==> config.mk <==
export PLATFORM = sky130hd
export DESIGN_NAME = bus_arbiter_flat
export DESIGN_NICKNAME = d
export VERILOG_FILES = /design/src/rtl/bus_pkg.sv /design/src/rtl/bus_arbiter_if.sv /design/src/rtl/bus_arbiter_rr_picker.sv /design/src/rtl/bus_arbiter.sv /design/src/flat_wrapper.sv
export SDC_FILE = /design/constraint.sdc
export NUM_CORES = 1
export LEC_CHECK = 0
export CAP_MARGIN = 20
export CORE_MARGIN = 2
export CORE_UTILIZATION = 38
export CTS_CLUSTER_SIZE = 12
export DETAILED_ROUTE_END_ITERATION = 12
export GPL_TIMING_DRIVEN = 0
export HOLD_SLACK_MARGIN = 0.12
export SLEW_MARGIN = 10
export SYNTH_ARGS = -nofsm -noshare
export SYNTH_HDL_FRONTEND = slang
export SYNTH_SLANG_ARGS = --single-unit
==> constraint.sdc <==
create_clock -name clk -period 6.98 [get_ports clk]
set_input_delay 1.396 -clock clk [delete_from_list [all_inputs] [get_ports clk]]
set_output_delay 1.396 -clock clk [all_outputs]
set_load 0.02 [all_outputs]
==> src/rtl/bus_pkg.sv <==
// Shared types and default sizing for the system bus arbiter.
package bus_pkg;

   typedef enum logic [1:0] {
      IDLE    = 2'd0,
      GRANTED = 2'd1,
      RELEASE = 2'd2
   } arb_state_e;

   localparam int unsigned DEF_NUM_MASTERS = 4;
   localparam int unsigned DEF_TIMEOUT     = 16;

endpackage

==> src/rtl/bus_arbiter_if.sv <==
// Arbitration and shared-strobe signals of the system bus.
// slave: the arbiter's view; master: the bus agents' view.
interface bus_arbiter_if import bus_pkg::*; #(
   parameter int unsigned NUM_MASTERS = DEF_NUM_MASTERS
);
   localparam int unsigned OW = (NUM_MASTERS > 1) ? $clog2(NUM_MASTERS) : 1;

   logic [NUM_MASTERS-1:0] bus_req;
   logic [NUM_MASTERS-1:0] bus_grant;
   logic                   rd_bus;
   logic                   wr_bus;
   logic                   fc_bus;
   logic                   watchdog;
   logic [OW-1:0]          owner;
   logic                   busy;

   modport master (
      output bus_req, rd_bus, wr_bus, fc_bus,
      input  bus_grant, watchdog, owner, busy
   );

   modport slave (
      input  bus_req, rd_bus, wr_bus, fc_bus,
      output bus_grant, watchdog, owner, busy
   );

endinterface

==> src/rtl/bus_arbiter_rr_picker.sv <==
// Rotating-priority request picker: the first set request at or after
// ptr, wrapping from N-1 back to 0, wins.
module rr_picker import bus_pkg::*; #(
   parameter int unsigned N  = DEF_NUM_MASTERS,
   parameter int unsigned PW = $clog2(DEF_NUM_MASTERS)
) (
   input  logic [N-1:0]  req,
   input  logic [PW-1:0] ptr,
   output logic [N-1:0]  winner,
   output logic          valid
);

   // Scan upward from ptr; the first requester seen takes the grant.
   always_comb begin
      logic [PW-1:0] idx;
      winner = '0;
      valid  = 1'b0;
      idx    = '0;
      for (int unsigned i = 0; i < N; i++) begin
         idx = PW'((32'(ptr) + i) % N);
         if (!valid && req[idx]) begin
            winner[idx] = 1'b1;
            valid       = 1'b1;
         end
      end
   end

endmodule

==> src/rtl/bus_arbiter.sv <==
// Round-robin system bus arbiter: non-preemptive tenures, a one-cycle
// turnaround between grants and a watchdog that aborts stalled transfers.
module bus_arbiter import bus_pkg::*; #(
   parameter int unsigned NUM_MASTERS = DEF_NUM_MASTERS,
   parameter int unsigned TIMEOUT     = DEF_TIMEOUT
) (
   input  logic         clk,
   input  logic         rst,
   bus_arbiter_if.slave bus
);

   localparam int unsigned PW = (NUM_MASTERS > 1) ? $clog2(NUM_MASTERS) : 1;
   localparam int unsigned CW = $clog2(TIMEOUT + 1);

   arb_state_e             state_q, state_d;
   logic [PW-1:0]          ptr_q, ptr_d;
   logic [PW-1:0]          owner_q, owner_d;
   logic [CW-1:0]          cnt_q, cnt_d;
   logic [NUM_MASTERS-1:0] grant_q, grant_d;
   logic                   wd_q, wd_d;
   logic                   busy_q, busy_d;

   logic [NUM_MASTERS-1:0] pick;
   logic                   pick_valid;
   logic [PW-1:0]          pick_idx;
   logic [PW-1:0]          next_ptr;
   logic                   stall;
   logic                   timeout;

   rr_picker #(
      .N  (NUM_MASTERS),
      .PW (PW)
   ) u_picker (
      .req    (bus.bus_req),
      .ptr    (ptr_q),
      .winner (pick),
      .valid  (pick_valid)
   );

   // A transfer stalls when exactly one strobe is up and no acknowledge.
   assign stall    = (bus.rd_bus ^ bus.wr_bus) & ~bus.fc_bus;
   assign timeout  = stall && (cnt_q == CW'(TIMEOUT - 1));
   assign next_ptr = PW'((32'(owner_q) + 1) % NUM_MASTERS);

   // Convert the picker's one-hot winner into an owner index.
   always_comb begin
      pick_idx = '0;
      for (int unsigned i = 0; i < NUM_MASTERS; i++) begin
         if (pick[i]) pick_idx = PW'(i);
      end
   end

   // Next-state and registered-output computation.
   always_comb begin
      state_d = state_q;
      ptr_d   = ptr_q;
      owner_d = owner_q;
      cnt_d   = '0;
      grant_d = grant_q;
      wd_d    = 1'b0;
      busy_d  = busy_q;
      unique case (state_q)
         IDLE: begin
            if (pick_valid) begin
               state_d = GRANTED;
               grant_d = pick;
               owner_d = pick_idx;
               busy_d  = 1'b1;
            end
         end
         GRANTED: begin
            // Timeout takes priority over a simultaneous request drop,
            // so the abort pulse is never lost.
            if (timeout || !bus.bus_req[owner_q]) begin
               state_d = RELEASE;
               wd_d    = timeout;
               grant_d = '0;
               owner_d = '0;
               busy_d  = 1'b0;
               ptr_d   = next_ptr;
            end else if (stall) begin
               cnt_d = cnt_q + 1'b1;
            end
         end
         RELEASE: state_d = IDLE;
         default: state_d = IDLE;
      endcase
   end

   // State and output registers with asynchronous reset.
   always_ff @(posedge clk or posedge rst) begin
      if (rst) begin
         state_q <= IDLE;
         ptr_q   <= '0;
         owner_q <= '0;
         cnt_q   <= '0;
         grant_q <= '0;
         wd_q    <= 1'b0;
         busy_q  <= 1'b0;
      end else begin
         state_q <= state_d;
         ptr_q   <= ptr_d;
         owner_q <= owner_d;
         cnt_q   <= cnt_d;
         grant_q <= grant_d;
         wd_q    <= wd_d;
         busy_q  <= busy_d;
      end
   end

   assign bus.bus_grant = grant_q;
   assign bus.watchdog  = wd_q;
   assign bus.owner     = owner_q;
   assign bus.busy      = busy_q;

endmodule

==> src/flat_wrapper.sv <==
// flat-port wrapper written by rule: the top's interface ports become plain ports
module bus_arbiter_flat import bus_pkg::*;
#(
   parameter int unsigned NUM_MASTERS = DEF_NUM_MASTERS,
   parameter int unsigned TIMEOUT     = DEF_TIMEOUT
)
  (clk, rst, bus_bus_req, bus_rd_bus, bus_wr_bus, bus_fc_bus, bus_bus_grant, bus_watchdog, bus_owner, bus_busy);
  bus_arbiter_if #(.NUM_MASTERS(NUM_MASTERS)) bus_i ();
  input  logic clk;
  input  logic rst;
  input wire logic [$bits(bus_i.bus_req)-1:0] bus_bus_req;
  input wire logic [$bits(bus_i.rd_bus)-1:0] bus_rd_bus;
  input wire logic [$bits(bus_i.wr_bus)-1:0] bus_wr_bus;
  input wire logic [$bits(bus_i.fc_bus)-1:0] bus_fc_bus;
  output wire logic [$bits(bus_i.bus_grant)-1:0] bus_bus_grant;
  output wire logic [$bits(bus_i.watchdog)-1:0] bus_watchdog;
  output wire logic [$bits(bus_i.owner)-1:0] bus_owner;
  output wire logic [$bits(bus_i.busy)-1:0] bus_busy;
  assign bus_i.bus_req = bus_bus_req;
  assign bus_i.rd_bus = bus_rd_bus;
  assign bus_i.wr_bus = bus_wr_bus;
  assign bus_i.fc_bus = bus_fc_bus;
  assign bus_bus_grant = bus_i.bus_grant;
  assign bus_watchdog = bus_i.watchdog;
  assign bus_owner = bus_i.owner;
  assign bus_busy = bus_i.busy;
  bus_arbiter #(.NUM_MASTERS(NUM_MASTERS), .TIMEOUT(TIMEOUT)) u_core (.clk(clk), .rst(rst), .bus(bus_i));
endmodule
==> results.cfg, run 1 <==
[routing]
routedWlPerCell_um = 14.4
drc = 0
ant_nets = 0
wl_mm = 2.64
via_per_inst = 5.37
vias = 983
first_pass_iters = 4
drt_iter0_markers = 57

[yosys]
netlist.area_leader.share_pct = 35.1
synth.distinct_cells = 38
synth_area_um2 = 1210
synth_flop_cell = dfrtp_1
synth_edf_count = 0
ys_ff_latch = 17
syn_inst = 119
ys_warn_count = 0
synth_area_leader_cell = dfrtp_1
synth_area_leaders = dfrtp_1 (35%), ha_1 (8.3%), mux2i_1 (5.0%)
syn_nets = 136
avgSynthCellArea_um2 = 10.2
synthArstFlopShare_pct = 100
ys_seq_area_share_pct = 35.1

[worst_setup_path]
rr_worst_depth = 8
worst-endpoint-arrival_ns = 3.60
path_cells = clkdlybuf4s50_1 > mux2i_1 > mux2_4 > a2111oi_1 > o32ai_1 > a221o_1
critical_path.max_stage_delay_ns = 0.69
ff2ff_setup_slack_ns = 3.93
crit_type = primary input to flip-flop
worst_ep_required_time_ns = 7.16
critical_path.max_fanout = 9
worstReg2RegStart = u_core.ptr_q[0]$_DFFE_PP0P_
cp_slowest_cell = clkdlybuf4s50_1
rr_endpoint = u_core.bus.owner[1]$_DFFE_PP0P_
startpoint_type = primary input
endpoint_kind = flip-flop

[sta]
hold_viol_final = 0
rsz0062_at_grt = no
tightest_slew_ns = 0.636
slew_headroom_pct = 57.3
finalMaxSlewViolations = 0
fin_skew_ns = 0.00302
setup_violations = 0
fmax_ghz = 0.293
holdWs_ns = 0.468
timing.setup.tns_ns = 0
period_needed_ns = 3.42
period_share_pct = 48.9

[finish]
final_cell_mix = dfrtp_1 (17), clkdlybuf4s50_1 (16), nand2_1 (13)
syn2layout_area_growth_pct = 20.0
utilization_pct = 47.7
diodes = 0
mostFrequentLayoutCell = dfrtp_1
post-route-cell-area_um2 = 1460
drive_gt1_share_pct = 8.63
layout.nets = 157

[place]
port-buffer-count = 16
hpwlAfterDp_mm = 1.92
place_area_um2 = 1430
gp_congestion = 0.826

[power_and_ir_drop]
switching_power_uw = 275
p_total_uw = 605
leakage_uw = 0.000623
p_seq_share_pct = 27.1
power.share.switching_pct = 45.3
p_per_area_nw_per_um2 = 416
combinationalPowerShare_pct = 64.3
vdd_drop_max_uv = 206
p_clk_share_pct = 8.6
p_int_uw = 331

[cts]
cts-resized-gates = 0
clk_latency_ns = 0.29
cts_tree = built
ctsHoldBuffers = 0
cts_setup_buffers = 0
cts_root_buf = clkbuf_4
cts_made_buffers = 3
path_clk_slew_ns = 0.10
clock_sink_count = 17
htreeDepth = 1
cts_buffer_depth = 2

[hold_path]
holdCritPathClass = flip-flop to flip-flop
hold_depth = 1
holdPathEnd = u_core.cnt_q[0]$_DFF_PP0_
hp-start = u_core.cnt_q[0]$_DFF_PP0_

[floorplanning]
chipHeight_um = 60.5
die-area_um2 = 3660
io_pins = 17
core_um2 = 3050
std_cell_rows = 20
die_w_um = 60.5
start_util_pct = 39.7

[grt]
grt_overflow = 0
grt_pass1_vias = 955
grt_max_degree = 18
grt_usage_pct = 16.7
antenna_found_initial = 0
grt_pass1_wl_mm = 4.59

[run]
max_cap_viol_count = 0

[run_status]
outcome = finished, final reports clean
## power groups by stage
stage | registers, µW | logic (µW) | clock network, µW
3_5_place_dp | 166 | 385 | 0
6_report | 164 | 389 | 52.4
3_3_place_gp | 164 | 385 | 0
4_1_cts | 164 | 390 | 52.9
2_1_floorplan | 179 | 265 | 0
5_1_grt | 171 | 431 | 56.3
## flip-flops by register name, indices dropped and copies added (netlist names)
name,cells
u_core.bus.bus_grant,4
u_core.bus.busy,1
u_core.bus.owner,2
u_core.bus.watchdog,1
u_core.cnt_q,5
u_core.ptr_q,2
u_core.state_q,2
## synthesized netlist by cell type, drive strengths merged (3+ instances only)
| library cell | count |
|---|---|
| a2111oi | 3 |
| mux2i | 6 |
| inv | 7 |
| o21ai | 3 |
| a21oi | 4 |
| dfrtp | 17 |
| nor2b | 3 |
| nand2 | 13 |
| mux4 | 3 |
| nand2b | 6 |
| nor2 | 9 |
| ha | 8 |
| o22ai | 5 |
## worst max path at each step
| stage | start | end | slack, ns | depth (start not counted) |
|---|---|---|---|---|
| after floorplan | bus_bus_req[1] | u_core.bus.owner[0]$_DFFE_PP0P_ | 4.13 | 5 |
| after global placement | bus_bus_req[2] | u_core.bus.owner[0]$_DFFE_PP0P_ | 3.29 | 6 |
| after detailed placement | bus_bus_req[2] | u_core.bus.owner[0]$_DFFE_PP0P_ | 3.29 | 6 |
| after CTS | bus_bus_req[2] | u_core.bus.owner[1]$_DFFE_PP0P_ | 3.59 | 6 |
| after global routing | bus_bus_req[2] | u_core.bus.owner[1]$_DFFE_PP0P_ | 3.47 | 6 |
| final | bus_bus_req[2] | u_core.bus.owner[1]$_DFFE_PP0P_ | 3.56 | 6 |
## cell type report
class | instances | area, µm²
clock buffers | 3 | 22.5
fillers | 316 | 1600
repair buffers | 16 | 160
well taps | 44 | 55.1
clock inverters | 1 | 5.00
plain buffers | 2 | 16.3
flip-flops and latches | 17 | 425
multi-input cells | 93 | 744
inverters | 7 | 26.3
## per-layer routing
metal  vias to the layer above  GRT usage [%]  share of wire (%)
li1                        479              -                  -
met1                       481           26.0                 52
met2                        19           23.9                 44
met3                         4           1.92                3.5
met4                         0           5.59                1.1
met5                         -              0                  0
## critical path, delay by kind of cell
kind,cells,cell delay [ns]
AO/OA/AOI/OAI,3,0.91
multiplexers,2,0.60
buffers and inverters,1,0.69
## through the flow
step	worst slack, ns	instances
2_1_floorplan	4.13	119
3_3_place_gp	3.29	179
3_5_place_dp	3.29	179
4_1_cts	3.59	183
5_1_grt	3.47	183
6_report	3.56	183
## kinds of logic (layout without fill, tap and decap cells)
| logic type | count (synthesis) | in the layout | share of synthesized area (%) |
|---|---|---|---|
| and+or+nand+nor | 45 | 45 | 19.2 |
| AOI/OAI and AO/OA | 26 | 26 | 18.7 |
| DFF | 17 | 17 | 35.1 |
| muxes | 10 | 10 | 12.4 |
| buffers and inverters | 9 | 29 | 3.51 |
| adders and majority gates | 8 | 8 | 8.26 |
| xor gates and xnor gates | 4 | 4 | 2.89 |
(Power assumes the default switching activity.)
==> inputs of run 2 (changes only) <==
- clock period: 6.98 -> 3.25 ns (I/O delays scaled with it)
==> run 2 against run 1 <==
Net effect:
- combinational power is 120% higher
- die area unchanged
- non-clock buffer count unchanged
- register-to-register slack worse by 3.6 ns
- count of clock-buffer cells in the layout did not move
- via count decreased by 0.31%
- global-route usage is the same
- sequential cell count did not move
- utilization increased by 0.16 points
- critical endpoint unchanged
- largest power group unchanged
==> results.cfg, run 2 (same netlist as run 1, synthesis figures left out) <==
[run_status]
outcome = finished, final reports clean

[sta]
fmax_ghz = 0.337
timing.setup.tns_ns = 0
rsz0062_at_grt = no
tightest_slew_ns = 0.636
period_needed_ns = 2.97
slew_headroom_pct = 57.3
period_share_pct = 91.3
fin_skew_ns = 0.00224
finalMaxSlewViolations = 0
setup_violations = 0
hold_viol_final = 0

[worst_setup_path]
cp_top_family = compound AO/OA/AOI/OAI gates
crit_type = flip-flop to flip-flop
startpoint_type = flip-flop
worst_ep_required_time_ns = 3.43
critical_path.max_fanout = 10
path_cells = buf_2 > inv_1 > ha_1 > mux2i_1 > mux2_4 > a2111oi_1 > o32ai_1 > a221o_1
endpoint_kind = flip-flop
worst-endpoint-arrival_ns = 3.15
critical_path.max_stage_delay_ns = 0.49
cp_slowest_cell = dfrtp_2
critical_path.n_buffers_inverters = 2

[routing]
drc = 0
wl_mm = 2.66
vias = 980
via_per_inst = 5.36
routedWlPerCell_um = 14.5
drt_iter0_markers = 51
ant_nets = 0
first_pass_iters = 4

[power_and_ir_drop]
vdd_drop_max_uv = 433
leakage_uw = 0.000620
p_per_area_nw_per_um2 = 898

[finish]
regMostFlops = u_core.cnt_q
drive_gt1_share_pct = 10.1
fin_cells = 183
ff_latch_area_um2 = 427
post-route-cell-area_um2 = 1460
layout.nets = 157
multi_input_area_um2 = 748
n_fill_cell = 316
syn2layout_area_growth_pct = 20.4
final_cell_mix = clkdlybuf4s50_1 (16), dfrtp_1 (16), nand2_1 (13)
largest_register_ffs = 5
diodes = 0

[grt]
grt_usage_pct = 16.7
grt_overflow = 0
grt_max_degree = 18
antenna_found_initial = 0
grt_pass1_wl_mm = 4.59
grt_pass1_vias = 955

[floorplanning]
die_w_um = 60.5
start_util_pct = 39.7
std_cell_rows = 20
io_pins = 17
chipHeight_um = 60.5
die-area_um2 = 3660
core_um2 = 3050

[cts]
cts_root_buf = clkbuf_4
path_clk_slew_ns = 0.10
cts_buffer_depth = 2
cts_made_buffers = 3
clock_sink_count = 17
cts_tree = built
clk_latency_ns = 0.29
ctsHoldBuffers = 0
htreeDepth = 1

[place]
dp_cells = 179
place_area_um2 = 1430
gp_congestion = 0.826
hpwlAfterDp_mm = 1.92
port-buffer-count = 16

[run]
max_cap_viol_count = 0

[hold_path]
holdCritPathClass = flip-flop to flip-flop
-- run 2: cell counts in the layout (fill, tap and decap cells not counted) --
Identical to the previous run, type by type.
-- run 2: through the flow --
step | setup WS, ns | util, % | total power (µW) | hold slack, ns
final | 0.282 | 47.8 | 1310 | 0.468
after global routing | 0.110 | 47.8 | 1420 | 0.514
after CTS | 0.198 | 47.7 | 1300 | 0.472
after detailed placement | 0.218 | 46.8 | 1180 | 0.455
after global placement | 0.221 | 46.8 | 1180 | 0.454
after floorplan | 0.604 | - | 955 | 0.433
-- run 2: layout make-up --
type / count / share of cell area, %
buffer: 2 / 1.11
sequential: 17 / 29.2
timing repair buffer: 16 / 11.0
multi-input combinational: 93 / 51.2
clock buffer: 3 / 1.54
inverter: 7 / 1.80
tap: 44 / 3.77
clock inverter: 1 / 0.343
-- run 2: timing repair --
item	CTS	global route
hold endpoints to repair	0	0
buffers inserted	0	0
resized for setup	0	2
setup endpoints to repair	0	2
-- run 2: path summary, 6_finish.rpt --
kind / startpoint / to / slack [ns] / cells after the start
max: u_core.ptr_q[0]$_DFFE_PP0P_ / u_core.bus.owner[1]$_DFFE_PP0P_ / 0.28 / 8
min: u_core.cnt_q[0]$_DFF_PP0_ / u_core.cnt_q[0]$_DFF_PP0_ / 0.47 / 1
max reg2reg: u_core.ptr_q[0]$_DFFE_PP0P_ / u_core.bus.owner[1]$_DFFE_PP0P_ / 0.28 / 8
min reg2reg: u_core.cnt_q[0]$_DFF_PP0_ / u_core.cnt_q[0]$_DFF_PP0_ / 0.47 / 1
max in group asynchronous: rst / u_core.ptr_q[0]$_DFFE_PP0P_ / 2.09 / 2
min in group asynchronous: rst / u_core.cnt_q[0]$_DFF_PP0_ / 0.72 / 2
-- run 2: routing by layer --
| metal | vias up | GRT usage, % | wire length (µm) |
|---|---|---|---|
| met5 | - | 0 | 0 |
| met2 | 17 | 23.9 | 1160 |
| met1 | 481 | 26.0 | 1390 |
| met3 | 4 | 1.92 | 81 |
| li1 | 478 | - | - |
| met4 | 0 | 5.59 | 27 |
-- run 2: where the power goes --
group / switching (µW) / internal (µW) / leakage, µW
Clock: 66.7 / 45.8 / 0.0000177
Combinational: 454 / 390 / 0.000386
Sequential: 73.7 / 281 / 0.000216
Total: 594 / 717 / 0.000620
-- run 2: worst reg2reg max path: stages, from the launching register on --
cell and delay (ns):
dfrtp_2 0.49, buf_2 0.30, inv_1 0.14, ha_1 0.46
mux2i_1 0.20, mux2_4 0.35, a2111oi_1 0.41, o32ai_1 0.21
a221o_1 0.29
